## config.mk

```make
export PLATFORM = sky130hd
export DESIGN_NAME = digit_serial_adder
export DESIGN_NICKNAME = d
export VERILOG_FILES = /design/src/rtl/digit_serial_adder.sv
export SDC_FILE = /design/constraint.sdc
export NUM_CORES = 1
export LEC_CHECK = 0
export CORE_AREA = 2 2 69 104
export DETAILED_ROUTE_END_ITERATION = 10
export DIE_AREA = 0 0 71 106
export PLACE_DENSITY = 0.87
export SYNTH_ARGS = -nofsm -noshare
export SYNTH_HDL_FRONTEND = slang
export SYNTH_SLANG_ARGS = --single-unit
```

## constraint.sdc

```tcl
create_clock -name clk -period 3.8 [get_ports clk]
set_input_delay 1.14 -clock clk [delete_from_list [all_inputs] [get_ports clk]]
set_output_delay 1.14 -clock clk [all_outputs]
set_load 0.02 [all_outputs]
```

## src/rtl/digit_serial_adder.sv

```systemverilog
// Digit-serial two's-complement adder/subtractor.
// Operands are captured on start, then added DIGIT bits per clock, LSB slice
// first, with the slice carry rippling through a one-bit register. The full
// WIDTH-bit result, carry-out and signed overflow are registered together on
// the edge that processes the last slice, followed by a one-cycle DONE state.
module digit_serial_adder #(
  parameter int WIDTH = 16,
  parameter int DIGIT = 4
) (
  input  logic             clk,
  input  logic             rst,
  input  logic             start,
  input  logic             sub,
  input  logic [WIDTH-1:0] a,
  input  logic [WIDTH-1:0] b,
  input  logic             cin,
  output logic             ready,
  output logic             busy,
  output logic             done,
  output logic [WIDTH-1:0] sum,
  output logic             cout,
  output logic             ovf
);

  localparam int N  = WIDTH / DIGIT;
  localparam int CW = (N > 1) ? $clog2(N) : 1;

  localparam logic [1:0] S_IDLE = 2'd0;
  localparam logic [1:0] S_RUN  = 2'd1;
  localparam logic [1:0] S_DONE = 2'd2;

  logic [1:0]       state_q, state_d;
  logic [WIDTH-1:0] a_q, a_d;
  logic [WIDTH-1:0] b_q, b_d;     // already inverted for subtract
  logic             carry_q, carry_d;
  logic [CW-1:0]    cnt_q, cnt_d;
  logic [WIDTH-1:0] acc_q, acc_d; // partial result, filled slice by slice
  logic [WIDTH-1:0] sum_q, sum_d;
  logic             cout_q, cout_d;
  logic             ovf_q, ovf_d;

  int               slice_lo;
  logic [DIGIT-1:0] a_slice;
  logic [DIGIT-1:0] b_slice;
  logic [DIGIT:0]   slice_full;
  logic             carry_into_msb;
  logic             last_slice;

  // Current slice adder: selects the slice addressed by the counter and adds it with the running carry.
  always_comb begin
    slice_lo   = int'(cnt_q) * DIGIT;
    a_slice    = a_q[slice_lo +: DIGIT];
    b_slice    = b_q[slice_lo +: DIGIT];
    slice_full = {1'b0, a_slice} + {1'b0, b_slice} + (DIGIT + 1)'(carry_q);
    // Carry into the top bit is recovered from that bit's sum and its two inputs.
    carry_into_msb = slice_full[DIGIT-1] ^ a_slice[DIGIT-1] ^ b_slice[DIGIT-1];
    last_slice     = (cnt_q == CW'(N - 1));
  end

  // Next-state logic for the FSM, datapath and result registers.
  always_comb begin
    // NOTE: every variable gets a default first so no path leaves one unassigned,
    // which would otherwise infer a latch.
    state_d = state_q;
    a_d     = a_q;
    b_d     = b_q;
    carry_d = carry_q;
    cnt_d   = cnt_q;
    acc_d   = acc_q;
    sum_d   = sum_q;
    cout_d  = cout_q;
    ovf_d   = ovf_q;

    case (state_q)
      S_IDLE: begin
        if (start) begin
          a_d     = a;
          // Subtract is a + ~b + 1; cin only matters for add.
          b_d     = sub ? ~b : b;
          carry_d = sub ? 1'b1 : cin;
          cnt_d   = '0;
          acc_d   = '0;
          state_d = S_RUN;
        end
      end

      S_RUN: begin
        acc_d[slice_lo +: DIGIT] = slice_full[DIGIT-1:0];
        carry_d = slice_full[DIGIT];
        cnt_d   = cnt_q + CW'(1);
        if (last_slice) begin
          sum_d   = acc_d;
          cout_d  = slice_full[DIGIT];
          ovf_d   = carry_into_msb ^ slice_full[DIGIT];
          state_d = S_DONE;
        end
      end

      S_DONE: begin
        state_d = S_IDLE;
      end

      default: begin
        state_d = S_IDLE;
      end
    endcase
  end

  // State registers with asynchronous reset that aborts any operation in flight.
  always_ff @(posedge clk or posedge rst) begin
    // NOTE: sequential state uses non-blocking assignments so every flop samples
    // the pre-edge values regardless of statement order.
    if (rst) begin
      state_q <= S_IDLE;
      a_q     <= '0;
      b_q     <= '0;
      carry_q <= 1'b0;
      cnt_q   <= '0;
      acc_q   <= '0;
      sum_q   <= '0;
      cout_q  <= 1'b0;
      ovf_q   <= 1'b0;
    end else begin
      state_q <= state_d;
      a_q     <= a_d;
      b_q     <= b_d;
      carry_q <= carry_d;
      cnt_q   <= cnt_d;
      acc_q   <= acc_d;
      sum_q   <= sum_d;
      cout_q  <= cout_d;
      ovf_q   <= ovf_d;
    end
  end

  assign ready = (state_q == S_IDLE);
  assign busy  = (state_q == S_RUN);
  assign done  = (state_q == S_DONE);
  assign sum   = sum_q;
  assign cout  = cout_q;
  assign ovf   = ovf_q;

endmodule

```

==> results.yml <==
clocking:
  clockBufferDepth: 2
  h-tree-depth: 3
  postCtsSetupBuffers: 0
  cts_tree: "done"
  postCtsHoldBufs: 0
  cts_buffers: 9
  cts_resized: 0
  worst_skew_pair.late_latency_ns: 0.35
  clkTransAtPathRegs_ns: 0.07
  clock-sinks: 71
  clockRootBuffer: "clkbuf_8"
detailed_routing:
  first_pass_iters: 5
  antenna_left: 0
  vias: 2504
  first_iter_violations: 191
  via_per_inst: 5.362
  avgRoutedWirePerCell_um: 14.67
  drc: 0
  wl_mm: 6.849
finish:
  seqCellArea_um2: 1777
  diodes: 0
  final_common_cell: "nand2_1"
  final_util: 0.6274
  layout_common_cells: "90 x nand2_1, 71 x dfrtp_1, 57 x clkdlybuf4s50_1, 24 x o21ai_0, 18 x a21oi_1"
  multi_input_area_um2: 1553
  synthToLayoutAreaGrowth_pct: 22.89
  fillers: 562
  drive_gt1_frac: 0.06684
  nets: 432
placement:
  globalplace.congestion: 0.8615
  port_buffers: 57
  dpl.hpwl_mm: 5.088
floorplan:
  core_um2: 6713
  start_util: 0.5105
  fp.dieH_um: 106
  die-area_um2: 7526
  rows: 37
  io_pins: 58
  die_x_um: 71
synthesis:
  synth_edf_count: 0
  synth-async-reset-ratio: 1.000
  syn_inst: 329
  synth_top_family_by_area: "simple AND/OR/NAND/NOR gates"
  ys_ff_latch: 71
  yosys_warnings: 0
  synth_compound_area_frac: 0.1387
  syn-num-nets: 377
  synth_flop_cell: "dfrtp_1"
  synthAdderAreaFrac: 0.04454
  synth_xor_area_frac: 0.05732
  syn_avg_cell_area_um2: 10.42
  synth-simple-area-share: 0.1533
  synthDistinctLibCells: 32
  synth_seq_area_share: 0.5184
  synthesis.area_um2: 3427
  synthMuxAreaShare: 0.05915
worst_setup_path:
  crit_family: "buffers and inverters"
  max_stage_delay_ns: 0.67
  crit_fanout: 16
  path_buf_inv: 2
  worst_path_max_delay_cell: "clkdlybuf4s50_1"
  path_cells: "nand2b_1 -> inv_2 -> clkdlybuf4s50_1"
  cp-end-kind: "output pin"
  crit_type: "reg2out"
  arrival_ns: 2.03
  cp.required_ns: 2.66
  cp-start-kind: "flop"
job:
  maxCapViolCount: 0
timing:
  fin_crit_sh: 0.8345
  skew_ns: 0.007978
  rsz0062_at_grt: "false"
  finalSetupTns_ns: 0
  finalHoldViolCount: 0
  fmax_mhz: 315.3
  setup_viol: 0
  layout_min_cycle_time_ns: 3.171
  finalMaxSlewViolations: 0
  tightestPinTransition_ns: 0.9849
  maxSlewHeadroom: 0.3418
power_and_ir_drop:
  p_per_area_nw_per_um2: 922.6
  irDropWorstVdd_v: 0.0005003
  p_leak_nw: 1.914
global_routing:
  grt_max_degree: 50
  antenna_found_initial: 0
  grtUsageTotal: 0.2004
  globalRouteOverflowTotal: 0
  grt_pass1_wl_mm: 11.70
  first_global_vias: 2520
status:
  status: "finished clean"
hold_path:
  hold_path.class: "reg2reg"
Yosys cell counts, types with 3 or more instances:
cell type	count	area, µm²
buf_2	3	15.01
dfrtp_1	71	1777
xnor2_1	17	148.9
nand2_1	90	337.8
a22o_1	8	70.07
mux4_1	6	157.7
a32o_1	8	80.08
o21ai_0	24	120.1
a21oi_1	18	90.09
inv_1	3	11.26
nor2b_1	17	106.4
o21ai_1	17	85.08
clkbuf_1	12	45.04
and2_1	3	18.77
ha_1	9	112.6
kinds of logic (layout without fill, tap and decap cells):
family          Yosys count  after routing
compound gates           79             79
xor+xnor                 20             20
fa+ha+maj                11             11
buf+inv                  23             83
flops                    71             71
mux                       8              8
simple gates            117            117
per-layer routing:
layer  routed length, µm  part of all wire  global-route usage  up-vias
li1                    -                 -                   -     1233
met1                2728              0.40              0.2323     1177
met2                3601              0.53              0.3418       77
met3                 324             0.047             0.04739       17
met4                 195             0.028              0.1011        0
met5                   0                 0                   0        -
stage by stage:
step / cell area, µm² / hold WS (ns) / instances / power (mW) / setup slack [ns]
CTS: 4212 / 0.4703 / 467 / 3.912 / 0.6039
detailed placement: 4054 / 0.4540 / 451 / 3.396 / 0.6342
finish: 4212 / 0.4673 / 467 / 3.885 / 0.6288
global placement: 4054 / 0.4524 / 451 / 3.306 / 0.7406
floorplan: 3427 / 0.4373 / 329 / 2.745 / 0.7694
global route: 4212 / 0.5086 / 467 / 4.176 / 0.4541
path summary, 6_finish.rpt:
path	depth (start not counted)	slack, ns	from	endpoint
max	3	0.63	state_q[1]$_DFFE_PP0P_	busy
min	2	0.47	a_q[6]$_DFFE_PP0P_	a_q[6]$_DFFE_PP0P_
max reg2reg	8	0.64	cnt_q[0]$_DFFE_PP0P_	ovf$_DFFE_PP0P_
min reg2reg	2	0.47	a_q[6]$_DFFE_PP0P_	a_q[6]$_DFFE_PP0P_
max in group asynchronous	3	2.07	rst	b_q[14]$_DFFE_PP0P_
min in group asynchronous	2	1.04	rst	sum[5]$_DFFE_PP0P_
power breakdown:
part           internal (mW)  switching, mW  total [mW]
registers               1.07          0.193        1.26
logic                  0.897           1.22        2.12
clock network          0.234          0.267       0.501
tightest hold or removal path: stages, from the launching register on:
cell and delay [ns]:
dfrtp_1 0.33, nand2_1 0.05, nand2_1 0.05
state kept, by name, summed over array words and instances, names as in the netlist:
register / cells
a_q: 16
acc_q: 16
b_q: 16
carry_q: 1
cnt_q: 2
cout: 1
ovf: 1
state_q: 2
sum: 16
area by class of cell:
type / instances / share of cell area
Inverter: 5 / 0.004456
Tap cell: 78 / 0.02317
Clock buffer: 12 / 0.03209
Sequential cell: 71 / 0.4219
Clock inverter: 4 / 0.005348
Timing Repair Buffer: 62 / 0.1444
Multi-Input combinational cell: 235 / 0.3687
Note: power is estimated with default switching activity, not from simulation.
